==> src/rtl/seg14_pkg.sv <==
//==============================================================================
// seg14_pkg : constants, glyph patterns and FSM state type for the 14-segment bus
// Revision  : 1.0
//==============================================================================
`default_nettype none

package seg14_pkg;

  localparam int NPOS = 12;
  localparam int NSEG = 14;
  localparam int CW   = 6;

  typedef enum logic [0:0] {
    SYNC    = 1'b0,
    CAPTURE = 1'b1
  } state_e;

  localparam logic [CW-1:0] CODE_SPACE   = 6'd0;
  localparam logic [CW-1:0] CODE_A       = 6'd1;
  localparam logic [CW-1:0] CODE_NTILDE  = 6'd27;
  localparam logic [CW-1:0] CODE_DIGIT0  = 6'd28;
  localparam logic [CW-1:0] CODE_UNKNOWN = 6'd63;

  // Bit order [13:0] = a b c d e f g1 g2 h i j k l m (h..m are the diagonals/centre bars)
  localparam logic [NSEG-1:0] PAT_SPACE  = 14'b00000000000000;
  localparam logic [NSEG-1:0] PAT_NTILDE = 14'b11101100100001;

  localparam logic [NSEG-1:0] PAT_LETTER [26] = '{
    14'b11101111000000,  // A
    14'b11110001010010,  // B
    14'b10011100000000,  // C
    14'b11110000010010,  // D
    14'b10011110000000,  // E
    14'b10001110000000,  // F
    14'b10111101000000,  // G
    14'b01101111000000,  // H
    14'b10010000010010,  // I
    14'b01111000000000,  // J
    14'b00001110001001,  // K
    14'b00011100000000,  // L
    14'b01101100101000,  // M
    14'b01101100100001,  // N
    14'b11111100000000,  // O
    14'b11001111000000,  // P
    14'b11111100000001,  // Q
    14'b11001111000001,  // R
    14'b10110111000000,  // S
    14'b10000000010010,  // T
    14'b01111100000000,  // U
    14'b00001100001100,  // V
    14'b01101100000101,  // W
    14'b00000000101101,  // X
    14'b00000000101010,  // Y
    14'b10010000001100   // Z
  };

  localparam logic [NSEG-1:0] PAT_DIGIT [10] = '{
    14'b11111100001100,  // 0
    14'b01100000001000,  // 1
    14'b11011011000000,  // 2
    14'b11110001000000,  // 3
    14'b01100111000000,  // 4
    14'b10110111000000,  // 5 (same glyph as S)
    14'b10111111000000,  // 6
    14'b11100000000000,  // 7
    14'b11111111000000,  // 8
    14'b11110111000000   // 9
  };

endpackage

`default_nettype wire

==> src/rtl/seg14_glyph_lut.sv <==
//==============================================================================
// seg14_glyph_lut : segment pattern -> character code (combinational)
// Optional SEG14_DIGIT_DECODE_EN adds digits 0..9 as codes 28..37.  Revision 1.0
//==============================================================================
`default_nettype none

module seg14_glyph_lut
  import seg14_pkg::*;
(
  input  logic [NSEG-1:0] segm_i,
  output logic [CW-1:0]   code_o
);

  // Digits are matched before letters so a shared glyph (5 / S) resolves to the letter.
  always_comb begin
    code_o = CODE_UNKNOWN;
    if (segm_i == PAT_SPACE) code_o = CODE_SPACE;
`ifdef SEG14_DIGIT_DECODE_EN
    for (int i = 0; i < 10; i++) begin
      if (segm_i == PAT_DIGIT[i]) code_o = CODE_DIGIT0 + 6'(i);
    end
`else
`endif
    for (int i = 0; i < 26; i++) begin
      if (segm_i == PAT_LETTER[i]) code_o = CODE_A + 6'(i);
    end
    if (segm_i == PAT_NTILDE) code_o = CODE_NTILDE;
  end

endmodule

`default_nettype wire

==> src/rtl/seg14_scan_decoder.sv <==
//==============================================================================
// seg14_scan_decoder : rebuilds 12-character frames from the multiplexed 14-seg scan
// Build option SEG14_DIGIT_DECODE_EN (digit decode, in seg14_glyph_lut).  Revision 1.0
//==============================================================================
`default_nettype none

module seg14_scan_decoder
  import seg14_pkg::*;
(
  input  logic            clk,
  input  logic            rst,
  input  logic [NPOS-1:0] sel_i,
  input  logic [NSEG-1:0] segm_i,
  input  logic [3:0]      rd_addr_i,
  output logic [CW-1:0]   rd_char_o,
  output logic            frame_valid_o,
  output logic            frame_changed_o,
  output logic [7:0]      frame_count_o,
  output logic            err_sel_o,
  output logic            err_seq_o,
  output logic            unknown_seen_o
);

  logic [NPOS-1:0]          sel_q;
  logic [NSEG-1:0]          segm_q;
  logic                     smp_vld_q;
  state_e                   state_q, state_d;
  logic [3:0]               expect_q, expect_d;
  logic [NPOS-1:0][CW-1:0]  cap_q, cap_d, pub_q, pub_d, new_frame;
  logic                     fv_q, fv_d, fc_q, fc_d, es_q, es_d, eq_q, eq_d, unk_q, unk_d;
  logic [7:0]               cnt_q, cnt_d;
  logic [CW-1:0]            code;
  logic [3:0]               pos;
  logic                     onehot, wr_en, complete, has_unknown;

  seg14_glyph_lut u_lut (
    .segm_i (segm_q),
    .code_o (code)
  );

  assign onehot = $onehot(sel_q);

  always_comb begin
    pos = '0;
    for (int i = 0; i < NPOS; i++) begin
      if (sel_q[i]) pos = 4'(i);
    end
  end

  always_comb begin
    state_d   = state_q;
    expect_d  = expect_q;
    fv_d      = 1'b0;
    fc_d      = 1'b0;
    es_d      = 1'b0;
    eq_d      = 1'b0;
    unk_d     = unk_q;
    cnt_d     = cnt_q;
    pub_d     = pub_q;
    wr_en     = 1'b0;
    complete  = 1'b0;
    new_frame = cap_q;
    has_unknown = 1'b0;

    // smp_vld_q masks the reset value of the input stage on the first edge after reset
    if (smp_vld_q) begin
      if (!onehot) begin
        es_d    = 1'b1;
        state_d = SYNC;
      end else if (state_q == SYNC) begin
        if (pos == 4'd0) begin
          wr_en    = 1'b1;
          expect_d = 4'd1;
          state_d  = CAPTURE;
        end
      end else if (pos == expect_q) begin
        wr_en    = 1'b1;
        expect_d = expect_q + 4'd1;
        complete = (pos == 4'(NPOS - 1));
      end else if (pos == expect_q - 4'd1) begin
        wr_en = 1'b1;
      end else if (pos == 4'd0) begin
        eq_d     = 1'b1;
        wr_en    = 1'b1;
        expect_d = 4'd1;
      end else begin
        eq_d    = 1'b1;
        state_d = SYNC;
      end
    end

    if (wr_en) new_frame[pos] = code;
    cap_d = new_frame;

    for (int i = 0; i < NPOS; i++) begin
      if (new_frame[i] == CODE_UNKNOWN) has_unknown = 1'b1;
    end

    if (complete) begin
      pub_d    = new_frame;
      fv_d     = 1'b1;
      fc_d     = (new_frame != pub_q);
      cnt_d    = cnt_q + 8'd1;
      unk_d    = has_unknown;
      state_d  = SYNC;
      expect_d = 4'd0;
    end
  end

  always_ff @(posedge clk) begin
    if (rst) begin
      sel_q     <= '0;
      segm_q    <= '0;
      smp_vld_q <= 1'b0;
      state_q   <= SYNC;
      expect_q  <= '0;
      cap_q     <= '0;
      pub_q     <= '0;
      fv_q      <= 1'b0;
      fc_q      <= 1'b0;
      es_q      <= 1'b0;
      eq_q      <= 1'b0;
      unk_q     <= 1'b0;
      cnt_q     <= '0;
    end else begin
      sel_q     <= sel_i;
      segm_q    <= segm_i;
      smp_vld_q <= 1'b1;
      state_q   <= state_d;
      expect_q  <= expect_d;
      cap_q     <= cap_d;
      pub_q     <= pub_d;
      fv_q      <= fv_d;
      fc_q      <= fc_d;
      es_q      <= es_d;
      eq_q      <= eq_d;
      unk_q     <= unk_d;
      cnt_q     <= cnt_d;
    end
  end

  always_comb begin
    rd_char_o = '0;
    if (rd_addr_i < 4'(NPOS)) rd_char_o = pub_q[rd_addr_i];
  end

  assign frame_valid_o   = fv_q;
  assign frame_changed_o = fc_q;
  assign frame_count_o   = cnt_q;
  assign err_sel_o       = es_q;
  assign err_seq_o       = eq_q;
  assign unknown_seen_o  = unk_q;

endmodule

`default_nettype wire

==> config.mk <==
export PLATFORM = sky130hd
export DESIGN_NAME = seg14_scan_decoder
export DESIGN_NICKNAME = d
export VERILOG_FILES = /design/src/rtl/seg14_pkg.sv /design/src/rtl/seg14_glyph_lut.sv /design/src/rtl/seg14_scan_decoder.sv
export SDC_FILE = /design/constraint.sdc
export NUM_CORES = 1
export LEC_CHECK = 0
export ABC_AREA = 1
export CELL_PAD_IN_SITES_DETAIL_PLACEMENT = 1
export CELL_PAD_IN_SITES_GLOBAL_PLACEMENT = 1
export CORE_MARGIN = 1.5
export CORE_UTILIZATION = 45
export CTS_BUF_LIST = sky130_fd_sc_hd__clkbuf_4
export CTS_CLUSTER_DIAMETER = 30
export DETAILED_ROUTE_END_ITERATION = 12
export MAX_ROUTING_LAYER = met4
export PLACE_DENSITY = 0.82
export SETUP_SLACK_MARGIN = 0.2
export SLEW_MARGIN = 0
export SYNTH_ARGS = -nofsm -noshare
export SYNTH_HDL_FRONTEND = slang
export SYNTH_SLANG_ARGS = --single-unit
export TNS_END_PERCENT = 30
==> constraint.sdc <==
create_clock -name clk -period 6.41 [get_ports clk]
set_input_delay 1.282 -clock clk [delete_from_list [all_inputs] [get_ports clk]]
set_output_delay 1.282 -clock clk [all_outputs]
set_load 0.1 [all_outputs]
After elaboration in Yosys (flattened, before gate mapping)
Cells that the tools add are included.
{"block": "word_totals", "reg_bits": 189, "input_bits": 32, "out_inout_bits": 19, "wordCells": 186}
{"block": "op_classes", "n_addsub": 14, "magnitude_cmp": 4, "eq_ne": 45, "mux": 76, "bitwise_logic": 4, "n_reduce_logical": 8}
{"cell": "equality test 14 bit (second input constant)", "count": 16}
{"cell": "two-way mux 6 bit", "count": 31}
{"cell": "equality test 14 x 13 -> 1 bit (second input constant)", "count": 6}
{"cell": "bitwise mux 72 bit", "count": 1}
{"cell": "equality test 6 bit (second input constant)", "count": 12}
{"cell": "two-way mux 72 bit", "count": 1}
{"cell": "inequality test 72 bit", "count": 1}
{"cell": "two-way mux 4 bit", "count": 14}
{"cell": "equality test 14 x 10 -> 1 bit (second input constant)", "count": 2}
{"cell": "equality test 14 x 6 -> 1 bit (second input constant)", "count": 2}
{"cell": "two-way mux 1 bit", "count": 27}
{"cell": "binary-select mux 6 bit (select 4 bit)", "count": 1}
{"cell": "demux 6 bit (select 4 bit)", "count": 1}
{"cell": "equality test 14 x 11 -> 1 bit (second input constant)", "count": 1}
{"cell": "logical NOT 14 bit", "count": 1}
{"cell": "adder 1 x 1 -> 2 bit", "count": 6}
{"cell": "less-than comparator 4 x 5 -> 1 bit (second input constant)", "count": 2}
{"cell": "adder 2 x 2 -> 3 bit", "count": 3}
{"cell": "adder 8 x 1 -> 8 bit (second input constant)", "count": 1}
{"cell": "equality test 4 bit", "count": 2}
{"cell": "OR reduction 2 bit", "count": 3}
{"cell": "OR reduction 5 bit", "count": 1}
{"cell": "adder 3 x 3 -> 4 bit", "count": 1}
{"cell": "adder 4 x 1 -> 4 bit (second input constant)", "count": 1}
{"cell": "11 further kinds", "count": 14}

Longest topological paths before layout
{"block": "logic_depth", "word_depth": 44, "depth_mapped": 32, "depth_no_buf": 31}

Hierarchy
Synthesis repeated with hierarchy kept, for this count alone.
{"block": "unflattened", "cells_unflattened": 1650, "hier_area_um2": 10481.3}
{"mod": "seg14_scan_decoder", "instances": 1, "cells_each": 1505, "area_per_inst_um2": 9778.1, "seq_area_each_um2": 3783.6}
{"mod": "seg14_glyph_lut", "instances": 1, "cells_each": 145, "area_per_inst_um2": 703.2, "seq_area_each_um2": 0.0}

Worst setup path before layout
OpenSTA, ideal clock, no wires.
{"block": "synth_path", "kind": "input to output", "startpoint": "in rd_addr_i[0]", "endpoint": "out rd_char_o[0]", "arrival_time_ns": 3.831, "t_required_ns": 5.128, "path_slack_ns": 1.297, "stages": 7, "path_buffers": 2, "path_cell_list": "clkbuf_1 > clkinv_1 > clkbuf_1 > nor2_1 > o22ai_1 > nand2_1 > a31oi_1"}
{"block": "synth_between", "elab_chain_len": 3, "word_cells_on_any_way": 4, "cone_classes": "order compare (1); mux (3)"}
{"element": "from (decl)", "line_no": "seg14_scan_decoder.sv:14", "text": "input logic [3:0] rd_addr_i,"}
{"element": "binary-select mux 6 bit (select 4 bit)", "line_no": "seg14_scan_decoder.sv:144", "text": "if (rd_addr_i < 4'(NPOS)) rd_char_o = pub_q[rd_addr_i];"}
{"element": "two-way mux 6 bit (not written as such)", "line_no": "seg14_scan_decoder.sv:144"}
{"element": "two-way mux 6 bit (*)", "line_no": "seg14_scan_decoder.sv:144"}
{"element": "to (decl)", "line_no": "seg14_scan_decoder.sv:15", "text": "output logic [CW-1:0] rd_char_o,"}
Mark *: on every way between the ends. The rest lies on a longest branch, timed or not. The select of a mux whose other input is x is not followed.

Worst setup path in the final report
{"block": "layout_path", "startpoint": "reg sel_q[5]", "endpoint": "reg fc_q (netlist: frame_changed_o)"}
{"block": "layout_between", "elab_chain_len": 16, "word_cells_on_any_way": 36, "cone_classes": "add/sub (4); order compare (2); eq/ne (5); mux (21); bitwise (1); reduce/logical (3)"}
{"element": "from (decl)", "line_no": "seg14_scan_decoder.sv:24", "text": "logic [NPOS-1:0] sel_q;"}
{"element": "from (signal assigned)", "line_no": "seg14_scan_decoder.sv:126", "text": "sel_q <= sel_i;"}
{"element": "parallel branches: the longest is 16 deep, another holds adder 3 x 3 -> 4 bit"}
{"element": "to (signal assigned)", "line_no": "seg14_scan_decoder.sv:120", "text": "fc_q <= 1'b0;"}
{"element": "to (signal assigned)", "line_no": "seg14_scan_decoder.sv:134", "text": "fc_q <= fc_d;"}
{"element": "to (decl)", "line_no": "seg14_scan_decoder.sv:30", "text": "logic fv_q, fv_d, fc_q, fc_d, es_q, es_d, eq_q, eq_d, unk_q, unk_d;"}
Parallel ways; which one is timed is not known.
A chain may end at the register's enable or synchronous reset.

==> reports/qor.txt <==
Outcome -> completed
Net Sw Power -> 0.7211 mW
Setup Crit Path Kind -> reg2reg
Hold EP -> frame_count_o[6]
CTS buffer count -> 17
Vias in the first global route -> 10.55k
P per Cell Area -> 189.0 nW/um^2
Worst rel slew slack -> 20.19%
Core Rows -> 55
Drt first pass iters -> 7
Max cap viols -> 0
Met1 GRT Util -> 37.66%
Critical path launch point type -> flop
Top post-synthesis cells by area -> dfxtp_1, nand2_1, inv_1, nor2_1, nand3_1
Worst r2r path cells -> 32
Share of cells above drive strength 1 -> 7.669%
Crit path time final -> 5.997 ns
Vias per Instance -> 5.438
Mean Syn Cell Area -> 6.469 um^2
Most frequent CP cell -> nand2_1
Hold buffers post-CTS -> 0
Die footprint -> 23980 um^2
Slowest stage delay, CP -> 0.52 ns
Synth unique cells -> 44
CTS tree -> yes
Min Hold Slack -> 0.5001 ns
Crit Path Max Fanout -> 8
ANT nets after route -> 0
Crit path required time -> 6.93 ns
Post-Synthesis Cells -> 1604
Grt met3 use -> 3.705%
Top_reg_cell synth -> dfxtp_1
Flop2flop setup slack -> 0.41 ns
Sequential area share after synthesis -> 36.46%
Setup_tns -> 0 ns
Critical path's slowest cell -> fa_1
Core Area -> 22640 um^2
YS warnings -> 0
Drt total wl -> 34090 um
Starting density of the core -> 45.83%
Clock Latency Late Sink -> 0.62 ns
First-pass GRT wire length -> 54310 um
H-tree depth -> 4
Post-DR wirelength/cell -> 17.55 um
CTS root buf -> clkbuf_4
Synth area leader -> dfxtp_1
GR peak layer -> met2
Number of synthesized flops with an enable pin -> 0
GRT Overall Usage -> 29.88%
Grt ovf -> 0
Final Skew -> 0.03027 ns
VDD IR max -> 0.09574 mV
DR DRC count -> 0
Synthesized area -> 10380 um^2
Largest net degree at the start of global routing -> 69
Final setup fails -> 0
Hold Crit Start -> frame_count_o[6]
HPWL after DPL -> 24820 um
Initial antenna violation count -> 1
# port buffers -> 50
Worst hold path type -> reg2reg
P_int -> 1.461 mW
Die Height -> 154.9 um
Die W -> 154.9 um
Switching share of power -> 33.05%
Fin. Hold Viols -> 0
Post-synth ARST share -> 0%
CTS Buffer Depth -> 2
Top-level port count -> 51
Post-Synthesis Net Count -> 1650
RSZ-0062 raised after global routing -> yes
Period utilisation layout -> 93.56%
Gate power share -> 14.5%
Fin cells -> 1942
Critical Path AT -> 6.51 ns
Number of DRC markers in iteration 0 -> 642
FF-to-FF End -> frame_changed_o
Placed Cells -> 1901
Clk sink count -> 189
Post-synth top area share -> 36.46%
Worst-margin pin slew -> 1.194 ns
Flops & latches, synth -> 189
P&R area growth vs syn -> 11.24%
CP endpoint kind -> flop
Leakage -> 5.176 nW
Final nets -> 1689
Met2 Track Usage GR -> 49.91%
Final Util -> 50.98%
Hold Crit Depth -> 2
Placer Congestion -> 0.8909
Sequential share of power -> 54.9%
DR vias -> 10.56k
Max Slew Vio Count -> 0
F_max -> 166.7 MHz
Clk slew on worst S/H paths -> 0.19 ns
Clk pwr share -> 30.6%
Worst r2r src -> sel_q[5]
[layout make-up]
| type | instances | area, um^2 |
|---|---|---|
| Antenna cell | 1 | 2.502 |
| Clock buffer | 17 | 127.6 |
| Clock inverter | 15 | 155.1 |
| Fill cell | 3059 | 11100 |
| Inverter | 273 | 1030 |
| Multi-Input combinational cell | 1090 | 5349 |
| Sequential cell | 189 | 3786 |
| Tap cell | 285 | 356.6 |
| Timing Repair Buffer | 72 | 735.7 |
[Yosys cell counts, drive strengths merged (15+ instances only)]
library cell	instances
a21oi	41
buf	15
clkbuf	38
dfxtp	189
inv	267
nand2	416
nand3	119
nand4	46
nor2	239
nor3	19
o21ai	76
o22ai	77
[worst max path at each step]
stage / cells past startpoint / endpoint / from
final: 32 / frame_changed_o / sel_q[5]
after global routing: 32 / frame_changed_o / sel_q[5]
after CTS: 31 / frame_changed_o / sel_q[5]
after detailed placement: 31 / frame_changed_o / sel_q[5]
after global placement: 31 / frame_changed_o / sel_q[5]
after floorplan: 7 / rd_char_o[0] / rd_addr_i[0]
[cell usage in the layout (no fill, tap or decap), types with 11 or more instances in the layout]
cell type,count
o21ai_0,53
nand3_1,109
nand2_1,399
inv_1,254
o21ai_1,15
nand2_2,12
clkdlybuf4s50_1,43
dfxtp_1,187
o22ai_1,77
nand4_1,45
a21oi_1,41
xor2_1,14
buf_4,22
inv_2,11
nor3_1,17
clkbuf_4,17
nor2_1,227
[sequential cells by signal, summed over array words and instances, names as in the netlist]
name             count
cap_q               72
err_seq_o            1
err_sel_o            1
pub_q               72
frame_count_o        8
expect_q             4
state_q              1
smp_vld_q            1
unknown_seen_o       1
segm_q              14
frame_changed_o      1
sel_q               12
frame_valid_o        1
[power groups by stage]
| stage | clock, mW | combinational [mW] | sequential (mW) |
|---|---|---|---|
| after floorplan | 0 | 0.188 | 1.23 |
| after global placement | 0 | 0.296 | 1.22 |
| after detailed placement | 0 | 0.307 | 1.22 |
| after CTS | 0.685 | 0.309 | 1.20 |
| after global routing | 0.721 | 0.344 | 1.20 |
| final | 0.668 | 0.317 | 1.20 |
[through the flow]
step	instance area, um^2	setup slack [ns]	power, mW
floorplan	10380	1.297	1.417
global placement	11160	0.4344	1.517
detailed placement	11160	0.2265	1.528
CTS	11450	0.2865	2.191
global route	11540	0.1234	2.264
finish	11540	0.4128	2.182
[metal layers]
metal	part of all wire (%)	vias up
met3	4.5	75
li1	-	5168
met5	0	-
met2	47	245
met1	45	5073
met4	2.9	0
[worst max-delay path: cells and delay by family (launching register included)]
family / cells / cell delay (ns)
adder cells (fa/ha/maj): 6 / 2.53
AND/OR/NAND/NOR: 16 / 1.69
buffers and inverters: 7 / 0.72
AO/OA/AOI/OAI: 3 / 0.56
flip-flops: 1 / 0.38
[what timing repair did]
action,4_1_cts,5_1_grt
cloned,0,1
pin swaps,0,2
setup buffers,0,7
gates resized for setup,1,11
endpoints found under the setup margin,1,33
[kinds of logic (layout without fill, tap and decap cells)]
logic type,count (synthesis),count (layout),share of synthesized area (%)
AOI/OAI and AO/OA,207,207,11.48
buffers and inverters,326,377,12.42
xor gates and xnor gates,15,15,1.266
adders and majority gates,14,14,2.195
DFF,189,189,36.46
and+or+nand+nor,853,854,36.17
other,0,1,0
Note: power is estimated with default switching activity, not from simulation.
==> variant 1, RTL diff (config.mk and constraints unchanged) <==
Register the output `rd_char_o`, without a reset; this adds one clock of latency there. The other outputs are not delayed to match.
--- a/src/rtl/seg14_scan_decoder.sv
+++ b/src/rtl/seg14_scan_decoder.sv
@@ -22,2 +22,4 @@
 );
+
+  logic [CW-1:0] rd_char_d;
 
@@ -142,4 +144,4 @@
   always_comb begin
-    rd_char_o = '0;
-    if (rd_addr_i < 4'(NPOS)) rd_char_o = pub_q[rd_addr_i];
+    rd_char_d = '0;
+    if (rd_addr_i < 4'(NPOS)) rd_char_d = pub_q[rd_addr_i];
   end
@@ -153,2 +155,6 @@
 
+  always_ff @(posedge clk) begin
+    rd_char_o <= rd_char_d;
+  end
+
 endmodule
Check against the original RTL: same outputs for any inputs over 10 cycles, from zero or initial values and one cycle with rst high; that may be too few to reach the edited logic, so the function may still have changed.
==> variant 1 against the original RTL <==
- clock power increased by 4.6%
- setup slack improved by 0.21 ns
- area after synthesis rose by 1.9%
- design area up 0.92%
- sequential cell count grew 6
- routed wire length is 1.3% higher
- total power rose by 4.2%
- critical endpoint unchanged
==> variant 1: results (changes against the original RTL) <==
CP Data Arrival Time=6.31 ns (-0.20 ns); LEAKAGE=5.10 nW (-1.5%); hold path depth=2 (unchanged); Synth cell types=43 (-2.3%); outcome=finished, final reports clean; critical path launch point type=register; Largest regs=cap_q (72), pub_q (72), segm_q (14); First-pass DRT Iterations=4 (-3); Final Wtd Congestion=0.893 (+0.22%); hpwl dp=25,000 µm (+0.90%); Post-Place Cell Area=11,300 µm² (+1.6%); drt initial violations=629 (-2.0%); ranking of synthesized cells by area=dfxtp_1, nand2_1, inv_1; post-route setup slack=0.621 ns (+0.208 ns); Max-slew headroom=34.1% (+14 points); Num CTS Buffers=17 (unchanged); cell count of the worst reg-to-reg path=30 (-6.3%); worst skew pair latency=0.62 ns (about the same); share of cells above drive strength 1=6.03% (-1.6 points); HP Start=expect_q[3]; gr usage total=29.7% (-0.18 points); yosys warns=0 (unchanged); Final Hold Slack=0.483 ns (-0.0169 ns); sequential element share of the synthesized area=36.9% (+0.45 points); Critical path destination=frame_changed_o; Synth Flop Type=dfxtp_1; HP Class=register to register; wire per inst=17.4 µm (-1.1%); nets@finish=1,709 (+1.2%); internal power=1.56 mW (+7.0%); CTS Root Cell=clkbuf_4; CP Max Fanout=12 (+4); first-pass GRT wire length=54,700 µm (+0.66%); skew final=0.0238 ns (-0.00644 ns); WHS Endpoint=expect_q[3]; max incr delay on CP=0.54 ns (+0.02 ns); Clock Pin Slew Worst Setup and Hold Paths=0.17 ns (-0.02 ns); worst slack at placement=0.342 ns (+0.116 ns); CTS H-tree depth=4 (unchanged); routed vias=10,600 (+0.41%); commonest cells in the netlist=nand2_1, inv_1, nor2_1, dfxtp_1, o21ai_0; Max VDD drop=0.0914 mV (-4.5%); largest net degree at the start of global routing=76 (+10%)
variant 1: cell types whose count changed after synthesis, sizes merged, moves of 4 or more:
cell    before  now
o21ai       76  138
nand4       46   21
nand3      119   95
xor2        14   28
nor2       239  232
dfxtp      189  195
nor3        19   25
inv        267  271
o211ai       5    1
variant 1: final cells by class:
class / instances / area [µm²]
clock buffer: 18 / 135
sequential: 195 / 3900
timing repair buffer: 63 / 633
antenna: 2 / 5.00
tap: 313 / 392
inverter: 274 / 1030
fill: 3103 / 11200
multi-input combinational: 1112 / 5420
clock inverter: 12 / 133
variant 1: metal layers:
layer	GRT usage (%)	part of all wire (%)
met1	37.7	46
met2	49.0	47
met3	4.46	5.0
met4	8.75	2.4
met5	-	0
variant 1: cells by family after synthesis:
group	Yosys count	share of synthesized area [%]
adders and majority gates	14	2.15
and+or+nand+nor	802	32.0
AOI/OAI and AO/OA	264	14.2
xor gates and xnor gates	30	2.48
buffers and inverters	324	12.3
DFF	195	36.9
variant 1: through the flow:
stage	total power, mW	instances
2_1_floorplan	1.49	1629
3_3_place_gp	1.58	1955
3_5_place_dp	1.59	1955
4_1_cts	2.28	1985
5_1_grt	2.36	1989
6_report	2.27	1989
variant 1: power groups by stage:
stage               Sequential (mW)  Clock [mW]  Combinational, mW
global placement               1.27           0              0.318
detailed placement             1.27           0              0.328
CTS                            1.24       0.711              0.330
finish                         1.24       0.699              0.334
global route                   1.24       0.751              0.371
floorplan                      1.30           0              0.187
variant 1: what timing repair did:
| action | in CTS | in global routing |
|---|---|---|
| endpoints found under the setup margin | 0 | 2 |
| gates resized for setup | 0 | 5 |
| setup buffers | 0 | 0 |
variant 1: worst max-delay path, delay by kind of cell (launching register included):
kind	cells	cell delay (ns)
buffers and inverters	6	0.51
adders and majority gates	6	2.64
DFF	1	0.37
and+or+nand+nor	18	2.17
==> variant 2, RTL diff (same flow settings) <==
Without the edit above. The option `SEG14_DIGIT_DECODE_EN` is turned on by a define.
--- a/src/rtl/seg14_glyph_lut.sv
+++ b/src/rtl/seg14_glyph_lut.sv
@@ -5,2 +5,4 @@
 `default_nettype none
+
+`define SEG14_DIGIT_DECODE_EN
 
Formal check against the unedited RTL: no difference found for any inputs over 10 cycles, from zero or initial values and one cycle with rst high; that may be too few to reach the edited logic, so the function may still have changed.
==> variant 2 against the original RTL <==
- synthesized cell count about the same
- first-iteration DRC count is 15% lower
- sequential cell count unchanged
- design area shrank 0.92%
- total power fell by 0.57%
- setup slack better by 0.21 ns
- clock skew shrank 0.0012 ns
- routed wire length rose by 0.56%
- final cell count shrank 0.41%
- sequential power about the same
- area after synthesis about the same
- critical path type unchanged
- largest cell class unchanged
- highest routed layer unchanged
==> variant 2: results (changes against the original RTL) <==
outcome=finished, final reports clean; share of cells above drive strength 1=7.35% (-0.32 points); gr usage total=30.3% (+0.40 points); most instantiated library cell after synthesis=nand2_1; CP Max Fanout=10 (+2); LEAKAGE=5.10 nW (-1.4%); Post-Place Cell Area=11,200 µm² (+0.16%); Largest regs=cap_q (72), pub_q (72), segm_q (14); First-pass DRT Iterations=8 (+1); Synth cell types=40 (-9.1%); HP Class=register to register; first-pass GRT wire length=55,100 µm (+1.4%); Comb pwr share=15.2% (+0.7 points); DRT Wirelength=34,300 µm (+0.56%); worst slack at placement=0.608 ns (+0.382 ns); Max VDD drop=0.116 mV (+21%); Psw=719 µW (-0.26%); GR Overflow Total=0 (unchanged); internal power=1.45 mW (-0.72%); wire per inst=17.7 µm (+0.97%); I/O Buffers=50 (unchanged); clock power share=29.6% (-1.0 points); vias in the first global route=10,500 (-0.10%); Clock Tree Buf Depth=2 (unchanged); CTS Root Cell=clkbuf_4; commonest cells in the netlist=nand2_1, inv_1, nor2_1, dfxtp_1, nand3_1; nets@finish=1,681 (-0.47%); CP Data Arrival Time=6.30 ns (-0.21 ns); skew final=0.0291 ns (-0.00117 ns); ranking of synthesized cells by area=dfxtp_1, nand2_1, inv_1; largest net degree at the start of global routing=75 (+8.7%); sequential element share of the synthesized area=36.5% (about the same); Clock Pin Slew Worst Setup and Hold Paths=about 0.18 ns; Final Max Slew Viols=0 (unchanged); Post-Syn Instances=1,605 (+0.062%); yosys warns=0 (unchanged); Fillers=3,133 (+2.4%); drt initial violations=545 (-15%); Final Wtd Congestion=0.931 (+4.5%); routed vias=10,500 (-1.1%); hpwl dp=25,600 µm (+3.0%); family with the most delay on the worst path=adder cells; max incr delay on CP=0.54 ns (+0.02 ns); Max-slew headroom=33.2% (+13 points); Post-synth ARST share=0% (unchanged)
==> variant 2: changes by cell type after synthesis, sizes merged, moves of 3 or more <==
cell    before  now
nor2       239  251
or2          3   10
o22ai       77   73
buf         15   10
nand3      119   98
nor3        19   22
o211ai       5    0
xor2        14   31
clkbuf      38   35
o21ai       76   90
nor4         4    1
nand2      416  411
==> variant 2: layout make-up <==
class,count,area (µm²),share of cell area [%]
sequential,189,3780,33.1
tap,285,357,3.12
inverter,270,1020,8.91
timing repair buffer,56,628,5.49
clock buffer,17,128,1.12
antenna,2,5.00,0.0438
multi-input combinational,1101,5390,47.2
clock inverter,14,123,1.07
==> variant 2: cell families (layout without fill, tap and decap cells) <==
logic type	Yosys count	count (layout)	share of synthesized area, %
buffers and inverters	315	357	11.6
AO/OA/AOI/OAI	212	212	11.2
XOR/XNOR	32	32	2.70
flip-flops	189	189	36.5
adder cells (fa/ha/maj)	14	14	2.20
AND/OR/NAND/NOR	843	843	35.8
other	0	2	0
==> variant 2: metal layers <==
| layer | GRT usage (%) | wire (µm) |
|---|---|---|
| met1 | 37.6 | 15400 |
| met3 | 4.82 | 1760 |
| met5 | - | 0 |
| met4 | 10.5 | 991 |
| met2 | 50.0 | 16200 |
==> variant 2: final timing paths <==
kind | start | end | depth (start not counted) | slack, ns
hold reg to reg | frame_count_o[6] | frame_count_o[6] | 2 | 0.51
setup reg to reg | sel_q[5] | frame_changed_o | 26 | 0.63
hold / removal | frame_count_o[6] | frame_count_o[6] | 2 | 0.51
setup / recovery | sel_q[5] | frame_changed_o | 26 | 0.63
==> variant 2: repair_timing <==
action | 4_1_cts | 5_1_grt
setup buffers | 0 | 0
gates resized for setup | 0 | 1
endpoints found under the setup margin | 0 | 1
